`src/rtl/uart_ctrl_pkg.sv`:
```
// Shared types and constants for the UART transmit control blocks.
package uart_ctrl_pkg;

    typedef enum logic [1:0] {
        ST_IDLE = 2'd0,
        ST_LOAD = 2'd1,
        ST_WAIT = 2'd2,
        ST_GAP  = 2'd3
    } state_t;

    localparam int UART_BAUD_DIV = 325;
    localparam int UART_NBITS    = 8;
    localparam int LOAD_CYCLES   = 2;

endpackage

```
`src/rtl/rr_arbiter.sv`:
```
// Combinational round-robin arbiter: first set request at or above ptr, with wrap.
module rr_arbiter #(
    parameter int NREQ = 4,
    parameter int IW   = $clog2(NREQ)
) (
    input  logic [NREQ-1:0] req,
    input  logic [IW-1:0]   ptr,
    output logic [NREQ-1:0] gnt,
    output logic [IW-1:0]   gnt_idx
);

    localparam int IW1 = IW + 1;

    logic [IW1-1:0] cand;
    logic           found;

    always_comb begin
        gnt     = '0;
        gnt_idx = '0;
        found   = 1'b0;
        cand    = '0;
        for (int i = 0; i < NREQ; i++) begin
            cand = {1'b0, ptr} + IW1'(i);
            if (cand >= IW1'(NREQ)) begin
                cand = cand - IW1'(NREQ);
            end
            if (!found && req[cand[IW-1:0]]) begin
                found   = 1'b1;
                gnt_idx = cand[IW-1:0];
            end
        end
        gnt[gnt_idx] = found;
    end

endmodule

```
`src/rtl/uart_tx_scheduler.sv`:
```
// Shares one UART transmitter among NREQ requesters, round-robin, with done/timeout and idle gap.
//   state | meaning
//   IDLE  | waiting for any request; grant registered on exit
//   LOAD  | TxEn high for LOAD_CYCLES with latched byte
//   WAIT  | waiting for synchronized TxDone rise or timeout
//   GAP   | enforced idle so the transmitter returns to idle
module uart_tx_scheduler
    import uart_ctrl_pkg::*;
#(
    parameter int NREQ           = 4,
    parameter int TIMEOUT_CYCLES = 100000,
    parameter int GAP_CYCLES     = 400
) (
    input  logic                       Clk,
    input  logic                       Rst_n,
    input  logic [NREQ-1:0]            Req,
    input  logic [UART_NBITS*NREQ-1:0] ReqData,
    output logic [NREQ-1:0]            Ack,
    output logic                       Err,
    output logic                       Busy,
    output logic [UART_NBITS-1:0]      TxData,
    output logic                       TxEn,
    input  logic                       TxDone
);

    localparam int IW = $clog2(NREQ);
    localparam int TW = $clog2(TIMEOUT_CYCLES);
    localparam int GW = $clog2(GAP_CYCLES);

    state_t                  state_q, state_d;
    logic [IW-1:0]           ptr_q, ptr_d;
    logic [IW-1:0]           gidx_q, gidx_d;
    logic [NREQ-1:0]         gnt_q, gnt_d;
    logic [UART_NBITS-1:0]   data_q, data_d;
    logic [TW-1:0]           tcnt_q, tcnt_d;
    logic [GW-1:0]           gcnt_q, gcnt_d;
    logic [NREQ-1:0]         ack_q, ack_d;
    logic                    err_q, err_d;
    logic [2:0]              sync_q, sync_d;

    logic [NREQ-1:0]         arb_gnt;
    logic [IW-1:0]           arb_idx;
    logic [UART_NBITS-1:0]   arb_data;
    logic                    done_rise;

    rr_arbiter #(.NREQ(NREQ), .IW(IW)) u_arb (
        .req     (Req),
        .ptr     (ptr_q),
        .gnt     (arb_gnt),
        .gnt_idx (arb_idx)
    );

    always_comb begin
        arb_data = '0;
        for (int i = 0; i < NREQ; i++) begin
            if (arb_idx == IW'(i)) begin
                arb_data = ReqData[UART_NBITS*i +: UART_NBITS];
            end
        end
    end

    // Two synchronizer stages followed by the edge register; a level already high is not an edge.
    assign sync_d    = {sync_q[1:0], TxDone};
    assign done_rise = sync_q[1] & ~sync_q[2];

    always_comb begin
        state_d = state_q;
        ptr_d   = ptr_q;
        gidx_d  = gidx_q;
        gnt_d   = gnt_q;
        data_d  = data_q;
        tcnt_d  = tcnt_q + 1'b1;
        gcnt_d  = gcnt_q + 1'b1;
        ack_d   = '0;
        err_d   = 1'b0;
        case (state_q)
            ST_IDLE: begin
                tcnt_d = '0;
                gcnt_d = '0;
                if (|arb_gnt) begin
                    gnt_d   = arb_gnt;
                    gidx_d  = arb_idx;
                    data_d  = arb_data;
                    state_d = ST_LOAD;
                end
            end
            ST_LOAD: begin
                tcnt_d = '0;
                if (gcnt_q == GW'(LOAD_CYCLES - 1)) begin
                    gcnt_d  = '0;
                    state_d = ST_WAIT;
                end
            end
            ST_WAIT: begin
                gcnt_d = '0;
                if (done_rise || (tcnt_q == TW'(TIMEOUT_CYCLES - 1))) begin
                    ack_d   = gnt_q;
                    err_d   = ~done_rise;
                    tcnt_d  = '0;
                    ptr_d   = (gidx_q == IW'(NREQ - 1)) ? '0 : gidx_q + 1'b1;
                    state_d = ST_GAP;
                end
            end
            ST_GAP: begin
                tcnt_d = '0;
                if (gcnt_q == GW'(GAP_CYCLES - 1)) begin
                    gcnt_d  = '0;
                    state_d = ST_IDLE;
                end
            end
            default: begin
                state_d = ST_IDLE;
            end
        endcase
    end

    always_ff @(posedge Clk or negedge Rst_n) begin
        if (!Rst_n) begin
            state_q <= ST_IDLE;
            ptr_q   <= '0;
            gidx_q  <= '0;
            gnt_q   <= '0;
            data_q  <= '0;
            tcnt_q  <= '0;
            gcnt_q  <= '0;
            ack_q   <= '0;
            err_q   <= 1'b0;
            sync_q  <= '0;
        end else begin
            state_q <= state_d;
            ptr_q   <= ptr_d;
            gidx_q  <= gidx_d;
            gnt_q   <= gnt_d;
            data_q  <= data_d;
            tcnt_q  <= tcnt_d;
            gcnt_q  <= gcnt_d;
            ack_q   <= ack_d;
            err_q   <= err_d;
            sync_q  <= sync_d;
        end
    end

    assign TxEn   = (state_q == ST_LOAD);
    assign TxData = data_q;
    assign Busy   = (state_q != ST_IDLE);
    assign Ack    = ack_q;
    assign Err    = err_q;

endmodule

```
`config.mk`:
```
export PLATFORM = sky130hd
export DESIGN_NAME = uart_tx_scheduler
export DESIGN_NICKNAME = d
export VERILOG_FILES = /design/src/rtl/uart_ctrl_pkg.sv /design/src/rtl/rr_arbiter.sv /design/src/rtl/uart_tx_scheduler.sv
export SDC_FILE = /design/constraint.sdc
export NUM_CORES = 1
export LEC_CHECK = 0
export CORE_MARGIN = 5
export CORE_UTILIZATION = 57
export CTS_CLUSTER_DIAMETER = 30
export DETAILED_ROUTE_END_ITERATION = 12
export DONT_BUFFER_PORTS = 1
export PLACE_DENSITY = 0.75
export SETUP_SLACK_MARGIN = 0.3
export SLEW_MARGIN = 20
export SYNTH_ARGS = -nofsm -noshare
export SYNTH_HDL_FRONTEND = slang
export SYNTH_SLANG_ARGS = --single-unit
```
`constraint.sdc`:
```
create_clock -name Clk -period 3.2 [get_ports Clk]
set_input_delay 0.16 -clock Clk [delete_from_list [all_inputs] [get_ports Clk]]
set_output_delay 0.16 -clock Clk [all_outputs]
set_load 0.05 [all_outputs]
```
# [Word level (Yosys, flattened, before mapping)]
# Cells that the tools add are included.
[word_totals] inputBits=39 register_bits=52
[classes] mux=41 n_addsub=10 magnitude_cmp=10 n_eq_ne=14 bitwise_logic=4 reduce_logical=17
[op_table] operator="17-bit one-hot mux with 2 select lines" count=1
[op_table] operator="8-bit 2-to-1 mux" count=4
[op_table] operator="9-bit one-hot mux with 3 select lines" count=1
[op_table] operator="2-bit 2-to-1 mux" count=13
[op_table] operator="9-bit 2-to-1 mux" count=2
[op_table] operator="17-bit by 1-bit adder with 17-bit output, second input constant" count=1
[op_table] operator="17-bit == test, second input constant" count=1
[op_table] operator="17-bit 2-to-1 mux" count=1
[op_table] operator="2-bit by 3-bit < comparator with 1-bit output, second input constant" count=5
[op_table] operator="1-bit 2-to-1 mux" count=11
[op_table] operator="2-bit == test, second input constant" count=5
[op_table] operator="9-bit by 1-bit adder with 9-bit output, second input constant" count=1
[op_table] operator="9-bit by 1-bit == test with 1-bit output, second input constant" count=1
[op_table] operator="9-bit == test, second input constant" count=1
[op_table] operator="3-bit >= comparator, second input constant" count=3
[op_table] operator="1-bit binary-select mux with 2-bit select" count=4
[op_table] operator="4-bit 2-to-1 mux" count=2
[op_table] operator="2-bit one-hot mux with 4 select lines" count=1
[op_table] operator="2-bit by 1-bit subtractor with 2-bit output, second input constant" count=4
[op_table] operator="2-bit by 2-bit adder with 3-bit output, second input constant" count=2
[op_table] operator="2-bit inequality test, second input constant" count=3
[op_table] operator="4-bit bitwise AND" count=1
[op_table] operator="2-bit by 1-bit == test with 1-bit output, second input constant" count=2
[op_table] operator="1-bit logical AND" count=4
[op_table] operator="17 further kinds" count=22

# [Depth between registers and ports, before layout]
# Gate-level depths: netlist of the first run.
[depth] depth_word=22 ltp_mapped=7 depth_no_buf=7

# [Cells and area by module]
# Synthesis of the first run repeated with hierarchy kept, for this count alone.
[hier_totals] cells_unflattened=232 hier_area_um2=2651.3
[by_module_without_submodules] module="uart_tx_scheduler" seq_area_each_um2=1301.2 instances=1 cells_each=201 area_each_um2=2453.6
[by_module_without_submodules] module="rr_arbiter" seq_area_each_um2=0.0 instances=1 cells_each=31 area_each_um2=197.7

# [Worst setup path before layout of the first run]
# OpenSTA, ideal clock, no wires.
[synth_timing] path_type="reg2reg" startpoint="register gcnt_q[1]" endpoint="register state_q[1]" required_ps=3073 synth_period_minus_slack_ps=1927 path_buffers=0 setup_slack_ps=1273 stages_incl_launch_ff=8 setup_ps=127 arrival_ps=1800 path_cell_list="dfrtp_1 inv_1 ha_1 or4b_4 o31ai_4 nand2_2 and3b_1 mux2_1"
[synth_between] elab_chain_cells=3
[synth_rtl] element="start: declaration" line_no="uart_tx_scheduler.sv:36" source="logic [GW-1:0] gcnt_q, gcnt_d;"
[synth_rtl] element="start signal: assignment" line_no="uart_tx_scheduler.sv:136" source="gcnt_q <= gcnt_d;"
[synth_rtl] element="9-bit == test / 9-bit by 1-bit == test with 1-bit output (equally long branches)" line_no="uart_tx_scheduler.sv:106, uart_tx_scheduler.sv:89"
[synth_rtl] element="2-bit inequality test (no source line) / 2-bit by 1-bit inequality test with 1-bit output (equally long branches)"
[synth_rtl] element="4-bit AND reduction (no source line) *"
[synth_rtl] element="end signal: assignment" line_no="uart_tx_scheduler.sv:130" source="state_q <= state_d;"
[synth_rtl] element="end: declaration" line_no="uart_tx_scheduler.sv:30" source="state_t state_q, state_d;"
# Every way passes the cells marked *; elsewhere a longest branch is shown, timed or not.
# A chain may end at the register's enable or synchronous reset.

# [Worst setup path in the final report of the first run]
[layout_timing] startpoint="register tcnt_q[0]" endpoint="register state_q[1]"
[layout_between] elab_chain_cells=4
[layout_rtl] element="start: declaration" line_no="uart_tx_scheduler.sv:35" source="logic [TW-1:0] tcnt_q, tcnt_d;"
[layout_rtl] element="start signal: assignment" line_no="uart_tx_scheduler.sv:135" source="tcnt_q <= tcnt_d;"
[layout_rtl] element="17-bit == test" line_no="uart_tx_scheduler.sv:96" source="if (done_rise || (tcnt_q == TW'(TIMEOUT_CYCLES - 1))) begin"
[layout_rtl] element="1-bit logical OR" line_no="uart_tx_scheduler.sv:96"
[layout_rtl] element="2-bit inequality test (no source line)"
[layout_rtl] element="4-bit AND reduction (no source line)"
# Every way passes these cells.

==> results by group, run 1 <==
STA
  • Final hold violation count: 0
  • Setup TNS: 0 ns
  • Tcrit/Tclk final: 71.72%
  • Worst Skew: 0.01302 ns
  • Worst slew margin: 35.60%
  • Final setup vio count: 0
  • Slew @ Worst Pin: 0.9648 ns
  • RSZ-0062 raised after global routing: no
  • Final Slew Violations: 0
  • Final min period: 2.295 ns
  • Achievable clock frequency: 435.7 MHz

Clock tree
  • Clock latency on the worst-skew pair: 0.31 ns
  • Cts repair resizes: 0
  • H-tree lvl count: 2
  • CTS Buf Count: 5
  • Clk sinks: 52
  • CTS tree: yes
  • Clk slew on worst S/H paths: 0.09 ns
  • Clock Tree Buf Depth: 2
  • Root buffer cell: clkbuf_8

Synth
  • Largest area contributor in the netlist: dfrtp_1
  • Most frequent cell after synthesis: dfrtp_1
  • Mean Syn Cell Area: 10.67 um^2
  • Count of cell types in the netlist: 39
  • Top cells by count, synth: dfrtp_1, nor2_1, nand2_1
  • Post-synthesis async set-or-reset flop share: 100.0%
  • Top FF cell, synth: dfrtp_1
  • YS warnings: 0
  • Synth Cell Area: 2571 um^2
  • Sequential-to-total area share from yosys stat: 50.61%
  • Gate Count Post-Synth: 241
  • Area contributors post-synth: dfrtp_1, mux2i_1, xor2_1
  • Synthesized net count: 288
  • Post-synth EDFFs: 0
  • Synth Register Bits: 52
  • Synth top area share: 50.61%

Worst setup path
  • Worst path max stage delay: 0.40 ns
  • Slowest CP cell: dfrtp_1
  • CP Data Arrival Time: 2.47 ns
  • Crit-path max FO: 17
  • Worst path required time: 3.38 ns
  • Buf/Inv on CP: 0
  • CP endpoint kind: register
  • WS Path Type: reg2reg
  • Cells along the critical path: ha_1 -> and4_1 -> nand4_1 -> nand2_2 -> and3b_1 -> mux2_1
  • Startpoint types: register
  • Critical path's top delay family: simple AND/OR/NAND/NOR gates

Cells and area
  • Reg area: 1301 um^2
  • Multi-input gate area: 1217 um^2
  • P&R area growth vs syn: 7.397%
  • Ant. Diodes: 0
  • Share of cells above drive strength 1: 7.317%
  • Fill cells: 363
  • Layout net count: 292
  • Final Cell Area: 2761 um^2

Power and ir drop
  • Power per cell area: 800.9 nW/um^2
  • Maximum VDD drop: 0.0006394 V
  • LEAKAGE: 0.001236 uW

Run
  • Maxcap violations: 0

Die
  • Core area: 4354 um^2
  • Io pins: 54
  • Starting Density: 59.05%
  • Die Height: 77.17 um
  • FP Rows: 24
  • Die width: 77.17 um
  • Die ar.: 5954 um^2

Routing
  • Vias/cell: 5.738
  • WL final: 4687 um
  • DRT Pass-1 Iters: 4
  • DR iter-0 viols: 67
  • DRC violations left: 0
  • Routed vias: 1710
  • WL/cell: 15.73 um
  • Final ANT Viol Nets: 0

Placed design
  • Final Wtd Congestion: 0.8152
  • IO buf count: 0
  • Post-detail-place hpwl: 3410 um
  • Placed cell area: 2606 um^2

Outcome
  • Status: complete, no violations

GRT
  • Vias in the first global route: 1788
  • GRT Resource Usage Total: 16.69%
  • First-pass GRT wire length: 8162 um
  • Initial antenna violation count: 0
  • Largest net degree at the start of global routing: 53
  • Overflow after GRT: 0

Hold path
  • Hold Path Class: in2reg
[report_power, final]
| group | switching (uW) | leakage [uW] | internal [uW] |
|---|---|---|---|
| combinational | 414 | 0.000499 | 281 |
| clock | 203 | 0.0000552 | 232 |
| sequential | 292 | 0.000682 | 789 |
| total | 909 | 0.00124 | 1300 |
[state kept, by name, indices dropped and copies added, names as in the netlist]
register and cells:
Err 1, state_q 2, gnt_q 4, gidx_q 2
Ack 4, sync_q 3, gcnt_q 9, tcnt_q 17
TxData 8, ptr_q 2
[cell usage in the layout, fill, tap and decap left out, types with 3 or more instances in the layout]
cell      instances
nor2b_1           5
nand2_1          22
nand3_1          11
xor2_1           16
and3_1            3
dfrtp_1          52
inv_1             4
o21ai_0           4
o221ai_1          3
xnor2_1           6
nor2_1           36
a221oi_1          5
and2_1            5
ha_1              8
nand2b_1          6
and4_1            3
nand4_1           7
clkbuf_8          5
mux2i_1          16
[final cells by class]
type                    count  area share, %
clock buffers               6          2.628
clock inverters             2          1.269
inverters                   4         0.5437
multi-input cells         178          44.09
flip-flops and latches     52          47.12
well taps                  52          2.356
repair buffers              4          1.994
[worst paths after layout]
kind / from / to / slack (ns) / cells after the start
max: tcnt_q[0] / state_q[1] / 0.91 / 6
min: ReqData[5] / TxData[5] / 0.08 / 2
max reg2reg: tcnt_q[0] / state_q[1] / 0.91 / 6
min reg2reg: sync_q[0] / sync_q[1] / 0.37 / 0
max in group asynchronous: Rst_n / gcnt_q[7] / 2.58 / 2
min in group asynchronous: Rst_n / Err / 0.39 / 2
[metrics by stage]
stage / cells / hold WS [ns] / worst slack (ns) / power (uW) / util, %
3_3_place_gp: 287 / -0.1337 / 1.021 / 1753 / 59.86
4_1_cts: 298 / 0.07261 / 0.9192 / 2243 / 63.42
5_1_grt: 298 / 0.05931 / 0.6912 / 2374 / 63.42
3_5_place_dp: 287 / -0.1337 / 0.9517 / 1782 / 59.86
2_1_floorplan: 241 / -0.1356 / 1.273 / 1646 / -
6_report: 298 / 0.08123 / 0.9050 / 2211 / 63.42
[worst register-to-register path, stage by stage, from the launching register on]
cell,delay [ns]
dfrtp_1,0.40
ha_1,0.23
and4_1,0.35
nand4_1,0.26
nand2_2,0.34
and3b_1,0.26
mux2_1,0.34
[routing by layer]
layer,up-vias,track usage [%],wire length (um)
met3,5,5.855,342
li1,838,-,-
met1,815,21.26,2000
met2,52,26.52,2279
met4,0,5.326,65
met5,-,0,0
[repair_timing]
action	4_1_cts	5_1_grt
hold endpoints to repair	53	0
buffers inserted	0	0
hold buffers	3	0
[logic make-up after synthesis]
kind of cell    share of synthesized area (%)
xor+xnor                                7.494
mux                                     7.542
flops                                   50.61
simple gates                            21.61
fa+ha+maj                               3.893
compound gates                          6.813
buf+inv                                 2.043
Note: power is estimated with default switching activity, not from simulation.
==> run 2: changes to the inputs <==
--- a/config.mk
+++ b/config.mk
@@ -6,11 +6,11 @@
 export NUM_CORES = 1
 export LEC_CHECK = 0
 export CORE_MARGIN = 5
-export CORE_UTILIZATION = 57
+export CORE_UTILIZATION = 56
 export CTS_CLUSTER_DIAMETER = 30
 export DETAILED_ROUTE_END_ITERATION = 12
 export DONT_BUFFER_PORTS = 1
-export PLACE_DENSITY = 0.75
+export PLACE_DENSITY = 0.77
 export SETUP_SLACK_MARGIN = 0.3
 export SLEW_MARGIN = 20
 export SYNTH_ARGS = -nofsm -noshare
==> constraint.sdc (replaced) <==
create_clock -name Clk -period 2.1 [get_ports Clk]
set_input_delay 0.105 -clock Clk [delete_from_list [all_inputs] [get_ports Clk]]
set_output_delay 0.105 -clock Clk [all_outputs]
set_load 0.05 [all_outputs]
==> results by group, run 2 (synthesis gave the netlist of run 1 again) <==
Clock tree
  • Clock latency on the worst-skew pair: 0.30 ns
  • CTS Buf Count: 5
  • Clock Tree Buf Depth: 2
  • Clk sinks: 52
  • CTS tree: yes
  • Clk slew on worst S/H paths: 0.09 ns
  • H-tree lvl count: 2
  • Root buffer cell: clkbuf_8

Cells and area
  • Ant. Diodes: 0
  • Highest-count cells in the layout ignoring fill and taps: dfrtp_1, nor2_1, nand2_1
  • Layout net count: 310
  • Share of cells above drive strength 1: 15.91%
  • P&R area growth vs syn: 14.16%
  • Largest register FFs: 17
  • Final Cell Area: 2935 um^2
  • Most flop-heavy register: tcnt_q
  • Commonest non-fill, non-tap cell in the layout: dfrtp_1

Placed design
  • IO buf count: 0
  • Placed cell area: 2654 um^2
  • DP Worst Slack: 0.09642 ns
  • Final Wtd Congestion: 0.7868
  • Post-detail-place hpwl: 3426 um

Die
  • Die ar.: 6047 um^2
  • Starting Density: 58.25%
  • Core area: 4414 um^2
  • FP Rows: 24
  • Die width: 77.76 um
  • Die Height: 77.76 um
  • Io pins: 54

STA
  • Final setup margin: 0.1389 ns
  • Final hold violation count: 0
  • Slew @ Worst Pin: 0.7127 ns
  • Worst Skew: 0.009225 ns
  • Setup TNS: 0 ns
  • Final min period: 1.961 ns
  • RSZ-0062 raised after global routing: yes
  • Worst slew margin: 52.05%
  • Final Slew Violations: 0
  • Achievable clock frequency: 509.9 MHz
  • Final setup vio count: 0
  • Tcrit/Tclk final: 93.38%

Routing
  • DR iter-0 viols: 85
  • DRC violations left: 0
  • Routed vias: 1807
  • WL final: 4963 um
  • WL/cell: 15.71 um
  • Vias/cell: 5.718
  • Final ANT Viol Nets: 0
  • DRT Pass-1 Iters: 4

Worst setup path
  • FF-to-FF End: state_q[1]
  • Crit-path max FO: 2
  • Slowest CP cell: or4b_4
  • WS Path Type: reg2reg
  • Worst R2R Setup Slack: 0.14 ns
  • Cells along the critical path: inv_1 -> ha_1 -> or4b_4 -> o31ai_4 -> nand2_2 -> and3b_1 -> mux2_1
  • R2r startpoint: gcnt_q[1]
  • Worst path max stage delay: 0.46 ns
  • CP endpoint kind: register
  • Worst path required time: 2.29 ns
  • CP Data Arrival Time: 2.15 ns
  • Buf/Inv on CP: 1
  • Critical path's top delay family: simple AND/OR/NAND/NOR gates
  • Path depth of the worst reg2reg path: 7
  • Startpoint types: register

GRT
  • GRT Resource Usage Total: 16.41%
  • Vias in the first global route: 1837
  • Initial antenna violation count: 0
  • Met2 Use GR: 27.38%
  • Largest net degree at the start of global routing: 53
  • First-pass GRT wire length: 8169 um
  • Overflow after GRT: 0
  • GR met3 Demand/Resource: 5.556%
  • Met1 usage: 20.42%
  • Busiest metal layer after global routing: met2

Power and ir drop
  • LEAKAGE: 0.001338 uW
  • Maximum VDD drop: 0.0007460 V
  • Seq pwr share: 46.0%
  • Internal power: 2145 uW
  • Clock Power Share: 18.6%
  • Gate power share: 35.4%
  • Power per cell area: 1217 nW/um^2
  • Sw Ratio: 39.95%
  • Switching pwr: 1427 uW

Outcome
  • Status: complete, no violations

Hold path
  • Hold Startpoint: ReqData[6]
  • Hold Crit Depth: 2
  • Hold path endpoint: TxData[6]
  • Hold Path Class: in2reg

Run
  • Maxcap violations: 0
## run 2: cell types whose count changed in the layout (fill, tap and decap cells not counted), moves of 2 or more
cell,delta
nor4b_1,-2
nor4b_2,+2
buf_4,+18
mux2_4,+2
mux2_2,-2
## run 2: layout make-up
cell class	count	area [um^2]
Tap cell	52	65.06
Timing Repair Buffer	22	190.2
Multi-Input combinational cell	178	1256
Fill cell	334	1479
Clock inverter	2	35.03
Sequential cell	52	1301
Clock buffer	6	72.57
Inverter	4	15.01
## run 2: metrics by stage
stage / total power, uW / util (%) / cells / hold slack [ns]
6_report: 3572 / 66.50 / 316 / 0.03660
5_1_grt: 3826 / 66.50 / 316 / 0.01813
4_1_cts: 3544 / 64.77 / 310 / 0.02480
3_5_place_dp: 2772 / 60.12 / 293 / -0.1884
3_3_place_gp: 2740 / 60.12 / 293 / -0.1884
2_1_floorplan: 2513 / - / 241 / -0.1906
## run 2: repair_timing
| item | CTS | global route |
|---|---|---|
| gates resized for setup | 3 | 6 |
| hold endpoints to repair | 53 | 0 |
| buffers inserted | 6 | 6 |
| hold buffers | 3 | 0 |
| setup endpoints to repair | 12 | 17 |
| pin swaps | 2 | 4 |
## run 2: worst max-delay path by stage
stage / start / end / depth (start not counted)
CTS: gcnt_q[1] / state_q[1] / 7
floorplan: gcnt_q[1] / state_q[1] / 7
global placement: gcnt_q[1] / state_q[1] / 7
finish: gcnt_q[1] / state_q[1] / 7
detailed placement: gcnt_q[1] / state_q[1] / 7
global route: gcnt_q[1] / state_q[1] / 7
## run 2: power groups by stage
stage / Sequential, uW / Clock [uW] / Combinational (uW)
2_1_floorplan: 1620 / 0 / 888
3_3_place_gp: 1660 / 0 / 1080
5_1_grt: 1680 / 741 / 1410
6_report: 1640 / 665 / 1270
3_5_place_dp: 1670 / 0 / 1100
4_1_cts: 1640 / 685 / 1220
## run 2: worst reg2reg max path: cells and delay by family, from the launching register on
kind                     cells  cell delay (ns)
flip-flops                   1             0.39
adder cells (fa/ha/maj)      1             0.12
buffers and inverters        1             0.05
multiplexers                 1             0.32
AO/OA/AOI/OAI                1             0.20
AND/OR/NAND/NOR              3             0.77
## run 2: per-layer routing
metal	wire, um	vias up	share of wire, %
met4	40	0	0.81
met3	322	5	6.5
met1	2166	872	44
met5	0	-	0
li1	-	883	-
met2	2433	47	49
